`src/rtl/cpu_bus_ctrl.sv`:
```
// ---------------------------------------------------------------------------
// cpu_bus_ctrl
//
// Address decoder and read-data steering for a 6510-style CPU bus with a
// fixed memory map. The CPU's on-chip I/O port (DDR at $0000, data at $0001)
// sets the banking bits LORAM/HIRAM/CHAREN. These bits decide whether BASIC
// ROM ($A000-$BFFF), KERNAL ROM ($E000-$FFFF) and the $D000-$DFFF window
// (I/O or character ROM) are visible to reads. Writes always fall through to
// the underlying RAM, except for writes into the I/O window.
//
// Every attached memory has one cycle of synchronous read latency. The
// decoded region is therefore registered, and cpu_di is steered by that
// registered region. Data returns exactly one cycle after the address.
//
// Optional feature macro: CPU_BUS_CHARROM_EN
//   defined   : CHAREN chooses character ROM (0) or I/O (1) in $D000-$DFFF.
//   undefined : CHAREN is ignored. $D000-$DFFF is I/O whenever LORAM|HIRAM,
//               and char_addr is tied to zero.
//
// Ports
//   clk          in   1   single clock, rising edge
//   reset        in   1   synchronous active-high reset
//   ab           in   16  CPU address bus
//   cpu_do       in   8   CPU write data
//   we           in   1   CPU write enable (1 = write cycle)
//   cpu_di       out  8   read data returned to the CPU
//   ram_addr     out  16  RAM address (copy of ab)
//   ram_wdata    out  8   RAM write data (copy of cpu_do)
//   ram_we       out  1   RAM write strobe
//   ram_rdata    in   8   RAM read data (1-cycle latency)
//   basic_addr   out  13  BASIC ROM address
//   basic_data   in   8   BASIC ROM data
//   kernal_addr  out  13  KERNAL ROM address
//   kernal_data  in   8   KERNAL ROM data
//   char_addr    out  12  character ROM address
//   char_data    in   8   character ROM data
//   io_sel       out  1   access currently targets the I/O window
//   io_we        out  1   I/O write strobe
//   io_addr      out  12  I/O register address
//   io_rdata     in   8   I/O read data (1-cycle latency)
//   port_in      in   8   external levels on the CPU port pins
//   port_out     out  8   effective CPU port pin levels
// ---------------------------------------------------------------------------
module cpu_bus_ctrl (
    input  logic        clk,
    input  logic        reset,
    input  logic [15:0] ab,
    input  logic [7:0]  cpu_do,
    input  logic        we,
    output logic [7:0]  cpu_di,
    output logic [15:0] ram_addr,
    output logic [7:0]  ram_wdata,
    output logic        ram_we,
    input  logic [7:0]  ram_rdata,
    output logic [12:0] basic_addr,
    input  logic [7:0]  basic_data,
    output logic [12:0] kernal_addr,
    input  logic [7:0]  kernal_data,
    output logic [11:0] char_addr,
    input  logic [7:0]  char_data,
    output logic        io_sel,
    output logic        io_we,
    output logic [11:0] io_addr,
    input  logic [7:0]  io_rdata,
    input  logic [7:0]  port_in,
    output logic [7:0]  port_out
);

    // Read source for the access on the bus. Code 3'd7 is never produced by
    // the decoder. It reads back as $FF so that a corrupted region register
    // is visible.
    typedef enum logic [2:0] {
        REG_RAM    = 3'd0,
        REG_DDR    = 3'd1,
        REG_PORT   = 3'd2,
        REG_BASIC  = 3'd3,
        REG_KERNAL = 3'd4,
        REG_IO     = 3'd5,
        REG_CHAR   = 3'd6
    } region_t;

    logic [7:0] ddr_reg;
    logic [7:0] data_reg;
    logic [7:0] ddr_cap_reg;
    logic [7:0] port_cap_reg;
    region_t    region_reg;
    region_t    region_next;

    logic [7:0] eff;
    logic [7:0] port_rd;
    logic       loram;
    logic       hiram;

    // A pin whose DDR bit is 0 is an input. For banking it floats high
    // (pull-up), so eff reads 1 there. For CPU reads of $0001 it returns the
    // external pin level instead.
    generate
        for (genvar gi = 0; gi < 8; gi++) begin : g_port_bit
            assign eff[gi]     = ddr_reg[gi] ? data_reg[gi] : 1'b1;
            assign port_rd[gi] = ddr_reg[gi] ? data_reg[gi] : port_in[gi];
        end
    endgenerate

    assign loram    = eff[0];
    assign hiram    = eff[1];
    assign port_out = eff;

    // Address decode. It uses the banking registers as they stand before
    // this cycle's edge. A write to $0001 therefore only changes the decode
    // of the following access.
    always_comb begin
        region_next = REG_RAM;
        if (ab == 16'h0000) begin
            region_next = REG_DDR;
        end else if (ab == 16'h0001) begin
            region_next = REG_PORT;
        end else if (ab[15:13] == 3'b101) begin
            region_next = (loram & hiram) ? REG_BASIC : REG_RAM;
        end else if (ab[15:13] == 3'b111) begin
            region_next = hiram ? REG_KERNAL : REG_RAM;
        end else if (ab[15:12] == 4'hD) begin
            if (loram | hiram) begin
`ifdef CPU_BUS_CHARROM_EN
                region_next = eff[2] ? REG_IO : REG_CHAR;
`else
                region_next = REG_IO;
`endif
            end
        end
    end

    // Memory addresses are plain copies of the bus. The attached memories
    // register them, which provides the one-cycle read latency.
    assign ram_addr    = ab;
    assign ram_wdata   = cpu_do;
    assign basic_addr  = ab[12:0];
    assign kernal_addr = ab[12:0];
    assign io_addr     = ab[11:0];
`ifdef CPU_BUS_CHARROM_EN
    assign char_addr   = ab[11:0];
`else
    assign char_addr   = 12'h000;
`endif

    // The I/O window is the only region that shadows RAM for writes. ROM
    // regions and the on-chip port all write through to RAM.
    assign io_sel = (region_next == REG_IO);
    assign io_we  = we & io_sel & ~reset;
    assign ram_we = we & ~io_sel & ~reset;

    // Port registers and the pending read selection. The DDR and port read
    // values are captured at the same edge as the region, so a read of
    // $0000/$0001 returns the values that held during the address cycle.
    always_ff @(posedge clk) begin
        if (reset) begin
            ddr_reg      <= 8'h00;
            data_reg     <= 8'h00;
            ddr_cap_reg  <= 8'h00;
            port_cap_reg <= 8'h00;
            region_reg   <= REG_RAM;
        end else begin
            region_reg   <= region_next;
            ddr_cap_reg  <= ddr_reg;
            port_cap_reg <= port_rd;
            if (we && (ab == 16'h0000)) begin
                ddr_reg <= cpu_do;
            end
            if (we && (ab == 16'h0001)) begin
                data_reg <= cpu_do;
            end
        end
    end

    // Read data steering for the access presented one cycle earlier. It is
    // forced to zero while reset is held.
    always_comb begin
        cpu_di = 8'h00;
        if (!reset) begin
            case (region_reg)
                REG_RAM:    cpu_di = ram_rdata;
                REG_DDR:    cpu_di = ddr_cap_reg;
                REG_PORT:   cpu_di = port_cap_reg;
                REG_BASIC:  cpu_di = basic_data;
                REG_KERNAL: cpu_di = kernal_data;
                REG_IO:     cpu_di = io_rdata;
                REG_CHAR:   cpu_di = char_data;
                default:    cpu_di = 8'hFF;
            endcase
        end
    end

endmodule
```
`config.mk`:
```
export PLATFORM = sky130hd
export DESIGN_NAME = cpu_bus_ctrl
export DESIGN_NICKNAME = d
export VERILOG_FILES = /design/src/rtl/cpu_bus_ctrl.sv
export SDC_FILE = /design/constraint.sdc
export NUM_CORES = 1
export LEC_CHECK = 0
export BUFFER_PORTS_ARGS = -buffer_cell sky130_fd_sc_hd__buf_2
export CAP_MARGIN = 20
export CORE_MARGIN = 2
export CORE_UTILIZATION = 31
export CTS_CLUSTER_SIZE = 40
export DETAILED_ROUTE_END_ITERATION = 7
export PLACE_DENSITY = 0.62
export SYNTH_ARGS = -nofsm -noshare
export SYNTH_HDL_FRONTEND = slang
export SYNTH_SLANG_ARGS = --single-unit
```
`constraint.sdc`:
```
create_clock -name clk -period 1.55 [get_ports clk]
set_clock_uncertainty 0.05 [all_clocks]
set_input_delay 0.31 -clock clk [delete_from_list [all_inputs] [get_ports clk]]
set_output_delay 0.31 -clock clk [all_outputs]
set_load 0.01 [all_outputs]
```
## Word-level counts from Yosys, hierarchy flattened

Index checks and enable logic that the tools add are counted.

- Register bits after elaboration: 35
- Latch bits: 0
- Memory bits (writable): 0
- Memory bits (read-only): 0
- Bits of input ports: 75
- Word-level logic and storage cells: 54
- Memories: 0

- $add $sub $neg: 0
- Multipliers: 0
- Divide/modulo/power cells: 0
- $lt $le $gt $ge: 0
- Equal/unequal tests: 11
- Shifts and indexed selects: 0
- Muxes and demuxes: 26
- Bitwise logic cells: 8
- Reductions and logical operators: 4

Operators with widths:

| cell | number |
|---|---|
| 8-bit one-hot mux with 7 select lines | 1 |
| 3-bit two-way mux | 7 |
| 3-bit == test (second input constant) | 6 |
| 16-bit by 1-bit == test with 1-bit output (second input constant) | 1 |
| 16-bit logical NOT | 1 |
| 1-bit two-way mux | 16 |
| 8-bit two-way mux | 1 |
| 3-bit by 2-bit == test with 1-bit output (second input constant) | 2 |
| 1-bit AND | 5 |
| 4-bit == test (second input constant) | 1 |
| 3-bit by 1-bit == test with 1-bit output (second input constant) | 1 |
| 3-bit logical NOT | 1 |
| 1-bit logical AND | 2 |
| 2-bit two-way mux | 1 |
| 1-bit inverter | 2 |
| 1-bit bitwise OR | 1 |

## Longest topological paths before layout

- Word-level depth: 12
- Depth in mapped cells: 6
- Gate-level depth less buffers: 4

## Worst setup path before layout

No wires, ideal clock.

- Kind: reg2out
- Start: register region_reg[0]
- End: output port cpu_di[1]
- Arrival time: 1.310 ns
- Data required time: 1.190 ns
- Slack: -0.120 ns
- Stages on the path, launching flop included: 6
- Buffers on the path: 2
- Cell sequence: dfxtp_1 -> buf_2 -> clkbuf_1 -> o21ai_0 -> a31o_2 -> a21oi_1

- Cells in the longest elaborated chain, start to end: 3
- Elaborated cells between the ends (all ways): 9

RTL lines:

| element | RTL line | text |
|---|---|---|
| start, declared | 86 | `region_t region_reg;` |
| start signal, assigned | 162 | `region_reg <= region_next;` |
| 3-bit == test, or another cell as far along | 179 | `case (region_reg)` |
| 8-bit one-hot mux with 7 select lines * | 179 |  |
| 8-bit two-way mux * | 178 | `if (!reset) begin` |
| end, declared | 50 | `output logic [7:0] cpu_di,` |

Every way passes the cells marked *; elsewhere a longest branch is shown, timed or not.

## Final worst setup path

- Start: register region_reg[1]
- End: output port cpu_di[1]

Same word-level chain as after synthesis.

==> flow_metrics.env <==
export IMPL_overflow=0
export IMPL_start_kind="register"
export IMPL_die_w_um=94.3
export IMPL_ys_seq_area_share_pct=27.7
export IMPL_std_cell_rows=32
export IMPL_design_area_sq_um=3480
export IMPL_grt_pass1_vias=2147
export IMPL_cts_buffers=5
export IMPL_synth_ff_latch_count=35
export IMPL_design_die_area_sq_um=8900
export IMPL_grt_pass1_wl_mm=10.2
export IMPL_tritoncts="built"
export IMPL_fin_ws_ns=-0.452
export IMPL_port_buffers=155
export IMPL_vdd_drop_max_v=0.000459
export IMPL_synth_warnings=0
export IMPL_drt_iter0_drc=37
export IMPL_synth_main_ff_cell="dfxtp_1"
export IMPL_syn_avg_cell_area_sq_um=8.94
export IMPL_drtAntennaViolNets=0
export IMPL_hold_viol=0
export IMPL_async_flop_share_pct=0
export IMPL_yosys_cell_types_count=31
export IMPL_clockRootBuffer="clkbuf_8"
export IMPL_drv_cap=0
export IMPL_power_per_cell_area_nw_per_um2=598
export IMPL_die_y_um=94.3
export IMPL_antennaDiodeCount=0
export IMPL_synth_edff_count=0
export IMPL_crit_path_max_fanout=6
export IMPL_wl_per_cell_um=12.7
export IMPL_dpl_cell_count=497
export IMPL_path_buf_inv=2
export IMPL_cts_sinks=35
export IMPL_post_dp_cell_area_sq_um=3220
export IMPL_grt_max_degree=32
export IMPL_critPathTopFamily="compound AO/OA/AOI/OAI gates"
export IMPL_final_cell_mix="154 x buf_2, 34 x buf_4, 30 x mux2i_1, 30 x nand2b_1, 30 x dfxtp_1"
export IMPL_end_kind="primary output"
export IMPL_cp_cell_sequence="buf_12 -> mux2_2 -> a221oi_2 -> a31o_2 -> a21oi_1 -> buf_2"
export IMPL_cts_path_max_buffers=2
export IMPL_stdcell_count=513
export IMPL_fmax_ghz=0.500
export IMPL_drc_errors=0
export IMPL_start_util_pct=32.4
export IMPL_netlist_instances=283
export IMPL_synthToLayoutAreaGrowth_pct=37.5
export IMPL_htreeDepth=2
export IMPL_clkTransAtPathRegs_ns=0.07
export IMPL_place_congestion=0.914
export IMPL_crit_slowest_cell="dfxtp_4"
export IMPL_slowest_delay_ns=0.37
export IMPL_ios=168
export IMPL_grt_usage_pct=14.2
export IMPL_reg2reg_slack_ns=0.47
export IMPL_dpl_hpwl_mm=5.34
export IMPL_wl_mm=6.53
export IMPL_layout_commonest_cell="buf_2"
export IMPL_hold_path_class="in -> reg"
export IMPL_period_share_pct=129
export IMPL_cp_arrival_ns=1.64
export IMPL_netlist_area_sq_um=2530
export IMPL_fill_cells=789
export IMPL_setup_violations=11
export IMPL_core_area_sq_um=7810
export IMPL_worstSetupPathType="reg -> out"
export IMPL_vias=2213
export IMPL_min_period_ns=2.00
export IMPL_rsz0062_at_grt="yes"
export IMPL_violations="negative setup slack"
export IMPL_final_max_slew_viol_count=0
export IMPL_drive_gt1_share_pct=60.8
export IMPL_first_pass_iters=4
export IMPL_status="finished with violations"
export IMPL_p_leak_nw=1.71
export IMPL_clock_latency_ns=0.28
export IMPL_antenna_found_initial=0
export IMPL_crit_required_ns=1.19
export IMPL_final_nets=485
export IMPL_routed_via_density=4.31
[worst reg2reg max path: cells and delay by family, from the launching register on]
| family | cells | cell delay [ns] |
|---|---|---|
| buffers and inverters | 2 | 0.22 |
| AOI/OAI and AO/OA | 2 | 0.24 |
| and+or+nand+nor | 1 | 0.14 |
| DFF | 1 | 0.32 |
[cell usage after synthesis (2+ instances only)]
| cell | count | area (sq um) |
|---|---|---|
| nand2_1 | 12 | 45.0 |
| buf_2 | 5 | 25.0 |
| nand4_1 | 4 | 25.0 |
| mux4_2 | 3 | 67.6 |
| buf_4 | 76 | 571 |
| a31o_2 | 5 | 43.8 |
| mux2_2 | 10 | 113 |
| nand2b_1 | 33 | 206 |
| a21oi_1 | 8 | 40.0 |
| inv_1 | 10 | 37.5 |
| nor3b_1 | 2 | 15.0 |
| o21ai_0 | 8 | 40.0 |
| mux2i_1 | 30 | 300 |
| nor4_4 | 3 | 63.8 |
| nor2b_1 | 2 | 12.5 |
| dfxtp_1 | 35 | 701 |
| nor2_1 | 13 | 48.8 |
| a221oi_1 | 5 | 43.8 |
| clkbuf_1 | 7 | 26.3 |
[per-stage QoR]
stage | power (mW) | util, % | setup TNS, ns | setup WS, ns | hold WS [ns]
floorplan | 1.31 | - | -0.0825 | -0.0308 | 0.404
global placement | 1.46 | 41.2 | -2.61 | -0.213 | 0.419
detailed placement | 1.46 | 41.2 | -3.09 | -0.241 | 0.432
CTS | 2.09 | 43.8 | -3.58 | -0.451 | 0.209
global route | 2.19 | 44.5 | -4.45 | -0.549 | 0.228
finish | 2.08 | 44.5 | -3.54 | -0.452 | 0.209
[power by group]
part / internal [mW] / switching, mW / leakage [nW]
logic: 0.286 / 0.262 / 1.37
clock network: 0.307 / 0.305 / 0.0477
registers: 0.911 / 0.0101 / 0.287
total: 1.50 / 0.577 / 1.71
[timing repair]
action                                  CTS  global route
gates resized for setup                  17             7
pin swaps                                 3             7
buffers inserted                          7             0
hold endpoints to repair                  0             0
cloned                                    0             1
endpoints found under the setup margin   11            11
hold buffers                              0             0
[layout make-up]
type                            count  area (sq um)  share of cell area, %
Multi-Input combinational cell    160          1310                   37.7
Sequential cell                    35           712                   20.5
Tap cell                          102           128                   3.67
Inverter                           10          37.5                   1.08
Clock inverter                      3          15.0                  0.432
Clock buffer                        5          68.8                   1.98
Timing Repair Buffer              198          1200                   34.7
[kinds of logic (layout without fill, tap and decap cells)]
| family | after synthesis | count (layout) | share of synthesized area [%] |
|---|---|---|---|
| AOI/OAI and AO/OA | 28 | 28 | 7.17 |
| buffers and inverters | 99 | 216 | 26.5 |
| DFF | 35 | 35 | 27.7 |
| muxes | 43 | 43 | 19.0 |
| other | 1 | 12 | 0.148 |
| and+or+nand+nor | 77 | 77 | 19.4 |
[final timing paths]
check	cells after the start	to	from
worst max register to register	5	region_reg[0]	data_reg[0]
worst max-delay path	6	cpu_di[1]	region_reg[1]
worst min register to register	2	data_reg[6]	data_reg[6]
worst min-delay path	3	port_cap_reg[6]	port_in[6]
[metal layers]
metal | track usage [%] | routed length, um | vias up
li1 | - | - | 1123
met4 | 3.38 | 15 | 0
met1 | 18.6 | 2890 | 1009
met5 | 0 | 0 | -
met2 | 24.3 | 3170 | 79
met3 | 2.65 | 449 | 2
No activity file was read; power rests on OpenSTA's default activity.
